`src/rtl/skolem_check_pkg.sv`:
```
// Shared types and defaults for the Skolem exhaustive-check sequencer.
// Holds the FSM state enum, default widths and a scan-length helper.
package skolem_check_pkg;

  typedef enum logic [1:0] {
    S_IDLE,
    S_WAIT,
    S_CHECK,
    S_DONE
  } state_e;

  localparam int DEF_NUM_X  = 4;
  localparam int DEF_NUM_Y  = 9;
  localparam int DEF_SETTLE = 1;

  // Cycle, counted from 1 at the start-accepting edge, in which done
  // is high after `vectors` assignments have been checked.
  function automatic int scan_cycles(input int vectors,
                                     input int settle);
    return vectors * (settle + 1) + 1;
  endfunction

endpackage

```
`src/rtl/skolem_settle_timer.sv`:
```
// Settle counter: cleared on load_i, counts while en_i, tc_o flags SETTLE-1.
// Ports: clk, rst_n, load_i, en_i in; tc_o out.
module skolem_settle_timer #(
  parameter int SETTLE = 1
) (
  input  logic clk,
  input  logic rst_n,
  input  logic load_i,
  input  logic en_i,
  output logic tc_o
);

  localparam int CW = (SETTLE > 1) ? $clog2(SETTLE) : 1;
  localparam logic [CW-1:0] TC  = CW'(SETTLE - 1);
  localparam logic [CW-1:0] ONE = CW'(1);

  logic [CW-1:0] cnt_q;

  assign tc_o = (cnt_q == TC);

  always_ff @(posedge clk or negedge rst_n) begin
    if (!rst_n) begin
      cnt_q <= '0;
    end else if (load_i) begin
      cnt_q <= '0;
    end else if (en_i && !tc_o) begin
      cnt_q <= cnt_q + ONE;
    end
  end

endmodule

```
`src/rtl/skolem_check_sequencer.sv`:
```
// Enumerates all x assignments into a Skolem block and checks each one.
// Ports: clk, rst_n, start, abort, y_in, spec_ok in; x_out, busy, done,
// pass, cex_valid, cex_x, cex_y out; fail_count with
// SKOLEM_CHECK_FULL_SCAN_EN (scan continues past failures, counts them).
module skolem_check_sequencer
  import skolem_check_pkg::*;
#(
  parameter int NUM_X  = DEF_NUM_X,
  parameter int NUM_Y  = DEF_NUM_Y,
  parameter int SETTLE = DEF_SETTLE
) (
  input  logic             clk,
  input  logic             rst_n,
  input  logic             start,
  input  logic             abort,
  output logic [NUM_X-1:0] x_out,
  input  logic [NUM_Y-1:0] y_in,
  input  logic             spec_ok,
  output logic             busy,
  output logic             done,
  output logic             pass,
  output logic             cex_valid,
  output logic [NUM_X-1:0] cex_x,
  output logic [NUM_Y-1:0] cex_y
`ifdef SKOLEM_CHECK_FULL_SCAN_EN
  ,
  output logic [NUM_X:0]   fail_count
`endif
);

  localparam logic [NUM_X-1:0] X_ONE = NUM_X'(1);

  state_e           state_q, state_d;
  logic [NUM_X-1:0] x_q, x_d;
  logic [NUM_X-1:0] cx_q, cx_d;
  logic [NUM_Y-1:0] cy_q, cy_d;
  logic             pass_q, pass_d;
  logic             cexv_q, cexv_d;
  logic             tmr_load;
  logic             tmr_tc;
  logic             last;

`ifdef SKOLEM_CHECK_FULL_SCAN_EN
  localparam logic [NUM_X:0] FC_MAX = {1'b1, {NUM_X{1'b0}}};
  localparam logic [NUM_X:0] FC_ONE = (NUM_X+1)'(1);
  logic [NUM_X:0] fc_q, fc_d;
  assign fail_count = fc_q;
`endif

  assign last = &x_q;

  skolem_settle_timer #(
    .SETTLE (SETTLE)
  ) u_timer (
    .clk    (clk),
    .rst_n  (rst_n),
    .load_i (tmr_load),
    .en_i   (state_q == S_WAIT),
    .tc_o   (tmr_tc)
  );

  always_comb begin
    state_d  = state_q;
    x_d      = x_q;
    cx_d     = cx_q;
    cy_d     = cy_q;
    pass_d   = pass_q;
    cexv_d   = cexv_q;
    tmr_load = 1'b0;
`ifdef SKOLEM_CHECK_FULL_SCAN_EN
    fc_d     = fc_q;
`endif
    unique case (state_q)
      S_IDLE: begin
        if (start && !abort) begin
          x_d      = '0;
          tmr_load = 1'b1;
          pass_d   = 1'b0;
          cexv_d   = 1'b0;
`ifdef SKOLEM_CHECK_FULL_SCAN_EN
          fc_d     = '0;
`endif
          state_d  = S_WAIT;
        end
      end
      S_WAIT: begin
        if (abort) begin
          pass_d  = 1'b0;
          cexv_d  = 1'b0;
          state_d = S_IDLE;
        end else if (tmr_tc) begin
          state_d = S_CHECK;
        end
      end
      S_CHECK: begin
        if (abort) begin
          pass_d  = 1'b0;
          cexv_d  = 1'b0;
          state_d = S_IDLE;
        end else begin
`ifdef SKOLEM_CHECK_FULL_SCAN_EN
          if (!spec_ok) begin
            // Only the first failure is kept as the counterexample.
            if (!cexv_q) begin
              cx_d   = x_q;
              cy_d   = y_in;
              cexv_d = 1'b1;
            end
            if (fc_q != FC_MAX) begin
              fc_d = fc_q + FC_ONE;
            end
          end
          if (last) begin
            pass_d  = (fc_d == '0);
            state_d = S_DONE;
          end else begin
            x_d      = x_q + X_ONE;
            tmr_load = 1'b1;
            state_d  = S_WAIT;
          end
`else
          if (!spec_ok) begin
            cx_d    = x_q;
            cy_d    = y_in;
            cexv_d  = 1'b1;
            pass_d  = 1'b0;
            state_d = S_DONE;
          end else if (last) begin
            pass_d  = 1'b1;
            state_d = S_DONE;
          end else begin
            x_d      = x_q + X_ONE;
            tmr_load = 1'b1;
            state_d  = S_WAIT;
          end
`endif
        end
      end
      S_DONE: begin
        state_d = S_IDLE;
      end
      default: begin
        state_d = S_IDLE;
      end
    endcase
  end

  always_ff @(posedge clk or negedge rst_n) begin
    if (!rst_n) begin
      state_q <= S_IDLE;
      x_q     <= '0;
      cx_q    <= '0;
      cy_q    <= '0;
      pass_q  <= 1'b0;
      cexv_q  <= 1'b0;
`ifdef SKOLEM_CHECK_FULL_SCAN_EN
      fc_q    <= '0;
`endif
    end else begin
      state_q <= state_d;
      x_q     <= x_d;
      cx_q    <= cx_d;
      cy_q    <= cy_d;
      pass_q  <= pass_d;
      cexv_q  <= cexv_d;
`ifdef SKOLEM_CHECK_FULL_SCAN_EN
      fc_q    <= fc_d;
`endif
    end
  end

  assign x_out     = x_q;
  assign busy      = (state_q != S_IDLE);
  assign done      = (state_q == S_DONE);
  assign pass      = pass_q;
  assign cex_valid = cexv_q;
  assign cex_x     = cx_q;
  assign cex_y     = cy_q;

endmodule

```
`config.mk`:
```
export PLATFORM = sky130hd
export DESIGN_NAME = skolem_check_sequencer
export DESIGN_NICKNAME = d
export VERILOG_FILES = /design/src/rtl/skolem_check_pkg.sv /design/src/rtl/skolem_settle_timer.sv /design/src/rtl/skolem_check_sequencer.sv
export SDC_FILE = /design/constraint.sdc
export NUM_CORES = 1
export LEC_CHECK = 0
export CAP_MARGIN = 10
export CORE_ASPECT_RATIO = 1.1
export CORE_MARGIN = 1
export CORE_UTILIZATION = 46
export DETAILED_ROUTE_END_ITERATION = 6
export GPL_ROUTABILITY_DRIVEN = 0
export PLACE_DENSITY = 0.82
export SYNTH_ARGS = -nofsm -noshare
export SYNTH_HDL_FRONTEND = slang
export SYNTH_SLANG_ARGS = --single-unit
```
`constraint.sdc`:
```
create_clock -name clk -period 3.5 [get_ports clk]
set_input_delay 0.7 -clock clk [delete_from_list [all_inputs] [get_ports clk]]
set_output_delay 0.7 -clock clk [all_outputs]
set_load 0.05 [all_outputs]
```
After elaboration in Yosys (flattened, before gate mapping)
Index checks and enable logic that the tools add are counted.
{ "classes": {"bitwise": 2, "eq_ne": 11, "n_lt_le_gt_ge": 0, "n_mux": 28, "reduce_logical": 14, "n_div": 0, "mul": 0, "shifts": 0, "addsub": 2} }
{ "ops": {"columns": ["op", "n"], "rows": [
  ["2-to-1 mux 4 bit", 4],
  ["2-to-1 mux 1 bit", 13],
  ["2-to-1 mux 2 bit", 6],
  ["AND reduction 4 bit", 3],
  ["inequality test 2 bit (second input constant)", 5],
  ["case mux 2 bit (4 select lines)", 1],
  ["case mux 4 bit (2 select lines)", 1],
  ["inequality test 3 bit (second input constant)", 2],
  ["case mux 1 bit (3 select lines)", 2],
  ["nonzero test 2 bit", 3],
  ["AND reduction 5 bit", 1],
  ["adder 4 x 1 -> 4 bit (second input constant)", 1],
  ["equality test 2 bit (second input constant)", 2],
  ["inequality test 4 bit (second input constant)", 1],
  ["AND reduction 3 bit", 1],
  ["nonzero test 3 bit", 1],
  ["equality test 2 x 1 -> 1 bit (second input constant)", 1],
  ["logical AND 1 bit", 2],
  ["zero test 2 bit", 1],
  ["NOT 1 bit", 2],
  ["case mux 1 bit (2 select lines)", 1],
  ["AND reduction 2 bit", 1],
  ["adder 1 bit (second input constant)", 1],
  ["zero test 1 bit", 1]
]} }
{ "word_totals": {"inputBits": 14, "romBits": 0, "latch_bits": 0, "out_inout_bits": 21, "ramBits": 0, "regBits": 22, "wordCells": 64, "mem_count": 0} }

Longest topological paths before layout
Gate-level depths: netlist of the first run.
{ "logic_depth": {"word_depth": 6, "depth_mapped": 5, "depth_no_buf": 5} }

Hierarchy
From an unflattened synthesis of the first run, not the netlist that was laid out.
{ "unflattened": {"cells_unflattened": 78, "hier_area_um2": 1049.8} }
{ "by_module_without_submodules": {"columns": ["mod", "area_each_um2", "instances", "seq_area_each_um2", "cells_each"], "rows": [
  ["skolem_check_sequencer", 1008.5, 1, 525.5, 75],
  ["skolem_settle_timer", 41.3, 1, 25.0, 3]
]} }

Worst setup path before layout of the first run
OpenSTA, ideal clock, no wires.
{ "synth_path": {"path_kind": "flip-flop to flip-flop", "from": "register x_q[0] (netlist: x_out[0])", "to": "register x_q[3] (netlist: x_out[3])", "t_arrival_ps": 1717, "setup_slack_ps": 1716, "setup_time_ps": 67, "path_buffers": 0, "t_required_ps": 3433, "path_stages_with_launch": 6, "synth_period_minus_slack_ps": 1784, "cell_sequence": "dfrtp_1 > ha_1 > nand3_1 > nand3_4 > or4b_1 > nand2_1"} }
{ "synth_between": {"elab_chain_len": 5, "elab_cells_between_ends": 8, "cone_classes": "add/sub: 1; eq/ne: 1; mux: 4; reduce/logical: 2"} }
{ "synth_lines": {"columns": ["element", "line_no", "rtl"], "rows": [
  ["start, declared", "skolem_check_sequencer.sv:34", "logic [NUM_X-1:0] x_q, x_d;"],
  ["start signal, assigned", "skolem_check_sequencer.sv:151", "x_q <= '0;"],
  ["start signal, assigned", "skolem_check_sequencer.sv:161", "x_q <= x_d;"],
  ["adder 4 x 1 -> 4 bit", "skolem_check_sequencer.sv:132", "x_d = x_q + X_ONE;"],
  ["2-to-1 mux 4 bit", "skolem_check_sequencer.sv:128", "end else if (last) begin"],
  ["2-to-1 mux 4 bit", "skolem_check_sequencer.sv:122", "if (!spec_ok) begin"],
  ["2-to-1 mux 4 bit", "skolem_check_sequencer.sv:96", "if (abort) begin"],
  ["case mux 4 bit (2 select lines)", "skolem_check_sequencer.sv:73", "unique case (state_q)"]
]} }
Parallel ways exist; a longest one is shown, timed or not. The select of a mux whose other input is x is not followed.
A chain may end at the register's enable or synchronous reset.

Final worst setup path of the first run
{ "layout_path": {"from": "register state_q[0]", "to": "output port busy"} }
{ "layout_between": {"elab_chain_len": 1} }
{ "layout_lines": {"columns": ["element", "line_no", "rtl"], "rows": [
  ["start, declared", "skolem_check_sequencer.sv:33", "state_e state_q, state_d;"],
  ["start signal, assigned", "skolem_check_sequencer.sv:160", "state_q <= state_d;"],
  ["nonzero test 2 bit", "skolem_check_sequencer.sv:173", "assign busy = (state_q != S_IDLE);"],
  ["end, declared", "skolem_check_sequencer.sv:19", "output logic busy,"]
]} }
No other way between the ends.

==> metrics, run 1 <==
outcome finished clean; share of layout cells above drive strength 1 0.183; setup_tns 0 ps; Arrival @ worst endpoint 1800 ps; Max IR drop VDD approximately 0.42 mV; total core area 2020 um2; crit path cell chain or2_2 -> clkdlybuf4s50_1; cell leakage power 0.605 nW; total power 0.765 mW; DP Area 1350 um2; r2r worst-path depth 5; top-count cell post-synth dfrtp_1; first-pass GRT wire length 3020 um; DRT iter0 DRCs 11; R2R Setup Slk 1830 ps; start of the worst register-to-register path x_out[0]$_DFFE_PN0P_; drt pass-1 iters 4; Layout area overhead 40.7%; Fill cells 159; final core utilization 0.685; xor and xnor area share after synthesis 0; vias 740; placed cells around 140; top_reg_cell synth dfrtp_1; initial antenna violation count 0; hold endpoint pass$_DFFE_PN0P_; largest net degree at the start of global routing 23; critical path data required time ~2800 ps; Worst-Skew Late Latency around 300 ps; Synth top area share 0.560; FMAX 0.400 GHz; # hold bufs at CTS 0; Final min period 2500 ps; Fin. Hold Viols 0; post-route cell area 1380 um2; Mapped Area 983 um2; post_cts resized 0; initial core utilization 0.487; clk sinks 22; CTS Buf Count 3; power density over the cells 553 nW/um2; Worst-path clk slew 120 ps; clk buf depth 2; post-synthesis instance total 78; PortBufs 34; I/O pins 35; Startpoint Class flip-flop; Die Span Y 50.5 um; post-CTS setup buffers 0; antenna-violating nets left 0; level count of the clock H-tree 1; Worst path max stage delay 700 ps; vias in the first global route 718; Slew @ Worst Pin 956 ps; mux cell area share after synthesis 0.149; syn_area_per_cell 12.6 um2; commonest cells in the netlist dfrtp_1, mux2_2, nor2_1; hold path start pass$_DFFE_PN0P_; ranking of synthesized cells by area dfrtp_1, mux2_2, nor2_1; sequential share of the synthesized area 0.560; RSZ-0062 raised after global routing no; async set-reset flop share out of synthesis 1.00; Max-slew headroom 0.361; #FFs+latches synth 22; via/cell ratio 5.17; Avg WL per Cell 12.7 um; post-synth top area cell dfrtp_1; number of max-cap violations 0; # diodes 0; crit path capture type output port; WHS Path Cells 1; Hold Crit Class reg2reg; Synth Area in Compound Gates 0.0929; DRC errors left 0; die area 2330 um2; worst-path maximum fanout 9; final cell count without fillers 143; GRT Overall Usage 0.180; die span in x ~46 um; Period Utilization, post-route 0.714; simple-gate portion of the synthesized area 0.159; largest family of logic cells by synthesized area simple AND/OR/NAND/NOR gates; syn_nets 93; GRT overflow 0; hpwl dp 1360 um; final net count 131; critical path class reg2out; Pins Over Slew Limit 0; FP Rows 17; Fin Clk Skew 5.33 ps; Distinct cells, synth 27; CTS tree built; slowest CP cell clkdlybuf4s50_1; final setup fails 0; Synth Warn # 0; adder-cell share of the synthesized area 0.0127; Root Driver clkbuf_4; Post-synth EDFFs 0; Reg-to-Reg End x_out[3]$_DFFE_PN0P_; overall routed net length 1810 um
==> critical path: cells and delay by family, from the launching register on <==
family / cells / cell delay [ps]
buffers and inverters: 1 / 700
and+or+nand+nor: 1 / 310
DFF: 1 / 500
==> final cells by class <==
| cell class | count | area (um2) | area share |
|---|---|---|---|
| Clock buffer | 4 | 36.3 | 0.0262 |
| Inverter | 2 | 7.51 | 0.00542 |
| Multi-Input combinational cell | 52 | 407 | 0.294 |
| Sequential cell | 22 | 551 | 0.398 |
| Tap cell | 28 | 35.0 | 0.0253 |
| Timing Repair Buffer | 35 | 348 | 0.251 |
==> cell families (layout without fill, tap and decap cells) <==
kind of cell               Yosys count  count (layout)
muxes                               13              13
AOI/OAI and AO/OA                   13              13
adders and majority gates            1               1
DFF                                 22              22
and+or+nand+nor                     25              25
buffers and inverters                4              41
==> metal layers <==
metal / wire (um) / share of wire / vias up / GRT usage
li1: - / - / 354 / -
met1: 794 / 0.44 / 359 / 0.238
met2: 931 / 0.51 / 25 / 0.284
met3: 77 / 0.042 / 2 / 0.0252
met4: 10 / 0.0055 / 0 / 0.0833
met5: 0 / 0 / - / 0
==> sequential cells by signal (all words and copies together) (netlist names) <==
signal and flops:
cex_valid 1, cex_x 4, cex_y 9, pass 1
state_q 2, u_timer.cnt_q 1, x_out 4
==> power breakdown <==
part	total [mW]	switching, mW	leakage [nW]	internal, mW
clock	0.136	0.0731	0.0210	0.0634
combinational	0.310	0.193	0.294	0.117
sequential	0.318	0.0235	0.290	0.295
total	0.765	0.290	0.605	0.475
==> placed cells by master (no fill, tap or decap), drive strengths merged, types with 2 or more instances in the layout <==
| cell | n |
|---|---|
| a21oi | 3 |
| clkbuf | 4 |
| clkdlybuf4s50 | 34 |
| dfrtp | 22 |
| inv | 2 |
| mux2 | 13 |
| nand2 | 5 |
| nand3 | 5 |
| nor2 | 6 |
| o211ai | 2 |
| o21ai | 2 |
| o2bb2a | 2 |
==> worst max path at each step <==
stage                                       from                   end  slack [ps]
final                     state_q[0]$_DFFE_PN0P_                  busy        1000
after global routing      state_q[0]$_DFFE_PN0P_                  done         920
after CTS                 state_q[0]$_DFFE_PN0P_                  busy         990
after detailed placement                   abort  x_out[3]$_DFFE_PN0P_        1190
after global placement                     abort  x_out[3]$_DFFE_PN0P_        1230
after floorplan             x_out[0]$_DFFE_PN0P_  x_out[3]$_DFFE_PN0P_        1720
==> metrics by stage <==
step,hold WS (ps),worst slack (ps)
final,510,1000
after detailed placement,487,1190
after CTS,514,987
after global routing,519,916
after global placement,485,1230
after floorplan,404,1720
Power figures use the tool's default switching activity.
==> run 2: changes to the inputs <==
--- a/config.mk
+++ b/config.mk
@@ -8,10 +8,10 @@
 export CAP_MARGIN = 10
 export CORE_ASPECT_RATIO = 1.1
 export CORE_MARGIN = 1
-export CORE_UTILIZATION = 46
+export CORE_UTILIZATION = 43
 export DETAILED_ROUTE_END_ITERATION = 6
 export GPL_ROUTABILITY_DRIVEN = 0
-export PLACE_DENSITY = 0.82
+export PLACE_DENSITY = 0.77
 export SYNTH_ARGS = -nofsm -noshare
 export SYNTH_HDL_FRONTEND = slang
 export SYNTH_SLANG_ARGS = --single-unit
==> constraint.sdc (replaced) <==
create_clock -name clk -period 2.4 [get_ports clk]
set_input_delay 0.48 -clock clk [delete_from_list [all_inputs] [get_ports clk]]
set_output_delay 0.48 -clock clk [all_outputs]
set_load 0.05 [all_outputs]
==> metrics, run 2 (same netlist as run 1, synthesis figures left out) <==
outcome finished clean; crit path capture type output port; crit path capture busy; RSZ-0062 raised after global routing no; GRT overflow 0 (unchanged); Sw Ratio 0.381 (+0.00154); pre-CTS WS 283 ps (-905 ps); r2r worst-path depth 5 (unchanged); drt pass-1 iters 4 (unchanged); vias 756 (+2.2%); clk buf depth 2 (unchanged); Final min period 2300 ps; Pins Over Slew Limit 0 (unchanged); critical path data required time 1920 ps (-880 ps); total power 1.12 mW (+47%); FP Rows 17 (unchanged); PortBufs 34 (unchanged); post-CTS setup buffers 0 (unchanged); Combinational Power Share 0.406 (about the same); Largest register FFs 9 (unchanged); Max-slew headroom 0.654 (+0.293); critical path class reg2out; fin worst setup slack 95.1 ps (-906 ps); post_cts resized 0 (unchanged); antenna-violating nets left 0 (unchanged); DRC errors left 0 (unchanged); Hold Worst Slack 502 ps (-8.42 ps); Worst-path clk slew 120 ps (about the same); Worst-Skew Late Latency 300 ps (about the same); commonest non-fill, non-tap cell in the layout clkdlybuf4s50_1; Fin. Hold Viols 0 (unchanged); Max IR drop VDD 0.711 mV (+68%); start of the worst register-to-register path x_out[0]$_DFFE_PN0P_; DRT iter0 DRCs 7 (-4); setup_tns 0 ps (unchanged); first-pass GRT wire length 3250 um (+7.5%); Arrival @ worst endpoint 1820 ps (+20 ps); Avg WL per Cell 13.4 um (+6.0%); initial antenna violation count 0 (unchanged); I/O pins 35 (unchanged); die span in x 47.6 um (+3.3%); Psw 0.427 mW (+47%); die area 2480 um2 (+6.7%); Layout area overhead 42.2%; vias in the first global route 766 (+6.7%); hpwl dp 1470 um (+8.2%); number of max-cap violations 0 (unchanged); Die Span Y 52.2 um (+3.3%); initial core utilization 0.472 (-0.0149); crit path launch state_q[1]$_DFFE_PN0P_; crit path cell chain or2_2 -> clkdlybuf4s50_1; CTS Buf Count 3 (unchanged); commonest cells after routing, fill and taps aside clkdlybuf4s50_1, dfrtp_1, mux2_2; largest net degree at the start of global routing 23 (unchanged); clk sinks 22 (unchanged); sequential power share 0.415 (about the same); Internal Power 0.694 mW (+46%); Period Utilization, post-route 0.960; total core area 2080 um2 (+3.2%); Fin Clk Skew 5.89 ps (+0.560 ps); worst-path maximum fanout 10 (+1); Worst path max stage delay 700 ps (about the same); final setup fails 0 (unchanged); R2R Setup Slk 720 ps (-1110 ps); overall routed net length 1950 um (+7.5%); Root Driver clkbuf_4; level count of the clock H-tree 1 (unchanged); Hold Crit Class in2async; GRT Overall Usage 0.186 (+0.00630); FMAX 0.434 GHz; # hold bufs at CTS 0 (unchanged); CTS tree built; Startpoint Class flip-flop; share of layout cells above drive strength 1 0.197 (+0.0140); # diodes 0 (unchanged); final net count 133 (+1.5%); power density over the cells 801 nW/um2 (+45%); Reg-to-Reg End x_out[3]$_DFFE_PN0P_; slowest CP cell clkdlybuf4s50_1; via/cell ratio 5.21 (+0.75%); Slew @ Worst Pin 518 ps (-438 ps); cell leakage power 0.615 nW (+1.7%); clock share of power 0.178 (about the same)
[run 2: cell types whose count changed in the layout (fill, tap and decap cells not counted)]
cell   previous run  this run
buf_4             1         3
[run 2: stage by stage]
stage | utilization | cell area [um2] | instances
after floorplan | - | 983 | 78
after global placement | 0.654 | 1360 | 141
after detailed placement | 0.654 | 1360 | 141
after CTS | 0.671 | 1400 | 145
after global routing | 0.671 | 1400 | 145
final | 0.671 | 1400 | 145
[run 2: area by class of cell]
class / count / area [um2]
Inverter: 2 / 7.51
Timing Repair Buffer: 37 / 363
Tap cell: 28 / 35.0
Sequential cell: 22 / 551
Fill cell: 183 / 686
Multi-Input combinational cell: 52 / 407
Clock buffer: 4 / 36.3
[run 2: critical path: cells and delay by family (launching register included)]
kind	cells	cell delay (ps)
simple gates	1	330
flops	1	490
buf+inv	1	700
[run 2: worst min-delay path by stage]
| stage | from | to | slack [ps] | cells past startpoint |
|---|---|---|---|---|
| after floorplan | rst_n | cex_valid$_DFFE_PN0P_ | 180 | 0 |
| after global placement | pass$_DFFE_PN0P_ | pass$_DFFE_PN0P_ | 490 | 1 |
| after detailed placement | cex_y[6]$_DFFE_PN0P_ | cex_y[6]$_DFFE_PN0P_ | 500 | 1 |
| after CTS | rst_n | state_q[1]$_DFFE_PN0P_ | 500 | 2 |
| after global routing | pass$_DFFE_PN0P_ | pass$_DFFE_PN0P_ | 540 | 1 |
| final | rst_n | state_q[1]$_DFFE_PN0P_ | 500 | 2 |
[run 2: power by group through the flow]
stage	logic, mW	registers (mW)	clock network (mW)
final	0.456	0.465	0.200
after global placement	0.451	0.473	0
after floorplan	0.0846	0.676	0
after global routing	0.477	0.474	0.216
after CTS	0.459	0.467	0.209
after detailed placement	0.458	0.474	0
[run 2: per-layer routing]
| metal | global-route usage | wire (um) |
|---|---|---|
| met1 | 0.231 | 820 |
| met2 | 0.306 | 991 |
| met3 | 0.0347 | 128 |
| met4 | 0.0833 | 10 |
| met5 | 0 | 0 |
==> run 3: changes to the inputs <==
--- a/config.mk
+++ b/config.mk
@@ -5,13 +5,14 @@
 export SDC_FILE = /design/constraint.sdc
 export NUM_CORES = 1
 export LEC_CHECK = 0
+export ABC_AREA = 1
 export CAP_MARGIN = 10
 export CORE_ASPECT_RATIO = 1.1
 export CORE_MARGIN = 1
-export CORE_UTILIZATION = 43
+export CORE_UTILIZATION = 44
 export DETAILED_ROUTE_END_ITERATION = 6
 export GPL_ROUTABILITY_DRIVEN = 0
-export PLACE_DENSITY = 0.77
+export PLACE_DENSITY = 0.78
 export SYNTH_ARGS = -nofsm -noshare
 export SYNTH_HDL_FRONTEND = slang
 export SYNTH_SLANG_ARGS = --single-unit
==> metrics, run 3 <==
via/cell ratio 4.83 (-7.3%); outcome finished clean; post-synth top area cell dfrtp_1; commonest non-fill, non-tap cell in the layout nand2_1; #FFs+latches synth 22 (unchanged); # diodes 0 (unchanged); worst-path maximum fanout 6 (-4); hpwl dp 1670 um (+13%); Mapped Area 1040 um2 (+6.2%); final setup fails 0 (unchanged); antenna-violating nets left 0 (unchanged); commonest cells in the netlist nand2_1, dfrtp_1, nand3_1; CTS tree built; critical path data required time 1920 ps (about the same); commonest cells after routing, fill and taps aside nand2_1, clkdlybuf4s50_1, dfrtp_1; total power 1.53 mW (+37%); ranking of synthesized cells by area dfrtp_1, nand2_1, nand3_1; number of max-cap violations 0 (unchanged); Combinational Power Share 0.520 (+0.114); placed cells 189 (+34%); PortBufs 34 (unchanged); Startpoint Class flip-flop; Largest register FFs 9 (unchanged); overall routed net length 2230 um (+14%); drt pass-1 iters 4 (unchanged); Avg WL per Cell 11.5 um (-14%); crit path buf inv count 2 (+1); top-count cell post-synth nand2_1; setup_tns 0 ps (unchanged); initial antenna violation count 0 (unchanged); crit path launch state_q[0]$_DFFE_PN0P_; Crit path max-delay family buffers and inverters; power density over the cells 1060 nW/um2 (+33%); vias 933 (+23%); Distinct cells, synth 20 (-26%); R2R Setup Slk 1040 ps (+320 ps); clock share of power 0.129 (-0.049); Max-slew headroom 0.664 (+0.0102); final cell count without fillers 193 (+33%); Reg-to-Reg End x_out[1]$_DFFE_PN0P_; largest net degree at the start of global routing 23 (unchanged); DRT iter0 DRCs 30 (+23); Layout area overhead 37.7%; Root Driver clkbuf_4; Arrival @ worst endpoint 1790 ps (-30 ps); # hold bufs at CTS 0 (unchanged); Pins Over Slew Limit 0 (unchanged); first-pass GRT wire length 3620 um (+11%); RSZ-0062 raised after global routing no; slowest CP cell clkdlybuf4s50_1; Fill cells 202 (+10%); Psw 0.716 mW (+68%); async set-reset flop share out of synthesis 1.00 (unchanged); Fin. Hold Viols 0 (unchanged); initial core utilization 0.464 (-0.00790); Worst-path clk slew 120 ps (about the same); GRT Overall Usage 0.186 (-0.000296); post-CTS setup buffers 0 (unchanged); Period Utilization, post-route 0.948 (-0.0127); FP Rows 18 (+1); Synth Warn # 0 (unchanged); Worst-Skew Late Latency 300 ps (about the same); level count of the clock H-tree 1 (unchanged); post_cts resized 0 (unchanged); top_reg_cell synth dfrtp_1; Slew @ Worst Pin 503 ps (-15.2 ps); Internal Power 0.814 mW (+17%); register area 551 um2 (unchanged); WHS Path Cells 2; start of the worst register-to-register path x_out[1]$_DFFE_PN0P_; sequential share of the synthesized area 0.527 (-0.0329); area taken by multi-input logic gates 412 um2 (+1.2%); crit path capture busy; Final min period 2270 ps (-30.5 ps); critical path class reg2out; crit path capture type output port; die span in x 48.5 um (+1.8%); Max IR drop VDD 0.680 mV (-4.4%); FMAX 0.440 GHz (+1.3%); total core area 2250 um2 (+8.0%); Sw Ratio 0.468 (+0.0875); die area 2570 um2 (+3.7%); clk sinks 22 (unchanged); cell leakage power 0.722 nW (+17%); I/O pins 35 (unchanged); final net count 179 (+35%); Post-synth EDFFs 0 (unchanged); sequential power share 0.351 (-0.064); clk buf depth 2 (unchanged); Worst path max stage delay 810 ps (+110 ps); DRC errors left 0 (unchanged); CTS Buf Count 3 (unchanged); syn_nets 142 (+53%); GRT overflow 0 (unchanged); syn_area_per_cell 8.23 um2 (-35%); share of layout cells above drive strength 1 0.0736 (-0.123); Hold Crit Class reg2reg; Die Span Y 53.1 um (+1.8%); Fin Clk Skew 10.0 ps (+4.14 ps); Crit. path cell count 3 (+1); Synth top area share 0.527 (-0.0329); vias in the first global route 883 (+15%); crit path cell chain inv_1 -> nand2_1 -> clkdlybuf4s50_1; post-synthesis instance total 127 (+63%); r2r worst-path depth 5 (unchanged)
run 3: changes by cell type after synthesis, moves of 2 or more:
cell / previous run / this run
nand3_1: 4 / 16
mux2_2: 13 / 0
nor2_1: 6 / 8
o21ai_0: 2 / 7
nand2_1: 5 / 45
o2bb2a_1: 2 / 0
o211ai_1: 2 / 0
inv_1: 2 / 12
nand2_4: 0 / 2
run 3: tightest hold or removal path, stage by stage, from the launching register on:
cell and delay (ps):
dfrtp_1 360, nand2_1 50, nand2_1 50
run 3: area by class of cell:
class	instances	share of cell area
timing repair buffer	35	0.242
sequential	22	0.383
inverter	14	0.0383
multi-input combinational	88	0.286
tap	30	0.0261
clock buffer	4	0.0252
run 3: how the worst min path moves through the flow:
stage | startpoint | end | slack (ps)
finish | cex_y[5]$_DFFE_PN0P_ | cex_y[5]$_DFFE_PN0P_ | 490
global route | pass$_DFFE_PN0P_ | pass$_DFFE_PN0P_ | 510
CTS | cex_y[1]$_DFFE_PN0P_ | cex_y[1]$_DFFE_PN0P_ | 490
detailed placement | cex_y[1]$_DFFE_PN0P_ | cex_y[1]$_DFFE_PN0P_ | 460
global placement | cex_y[1]$_DFFE_PN0P_ | cex_y[1]$_DFFE_PN0P_ | 450
floorplan | rst_n | cex_valid$_DFFE_PN0P_ | 180
run 3: cell families after synthesis:
group | synth area share
compound gates | 0.0575
simple gates | 0.316
xor+xnor | 0.00838
fa+ha+maj | 0.0120
flops | 0.527
buf+inv | 0.0790
run 3: layer usage:
metal,share of wire,track usage
met5,0,0
met4,0.013,0.0735
met3,0.045,0.0316
met2,0.51,0.352
met1,0.44,0.210
run 3: per-stage QoR:
stage | hold slack (ps) | instance area (um2) | setup slack [ps] | util
3_5_place_dp | 460 | 1400 | 472 | 0.623
4_1_cts | 489 | 1440 | 112 | 0.639
3_3_place_gp | 455 | 1400 | 496 | 0.623
6_report | 485 | 1440 | 126 | 0.639
2_1_floorplan | 184 | 1040 | 858 | -
5_1_grt | 514 | 1440 | 31.2 | 0.639
run 3: power by group through the flow:
stage	Clock [mW]	Combinational (mW)	Sequential, mW
3_3_place_gp	0	0.785	0.537
2_1_floorplan	0	0.227	0.845
4_1_cts	0.203	0.802	0.538
3_5_place_dp	0	0.799	0.546
6_report	0.197	0.796	0.537
5_1_grt	0.217	0.845	0.552
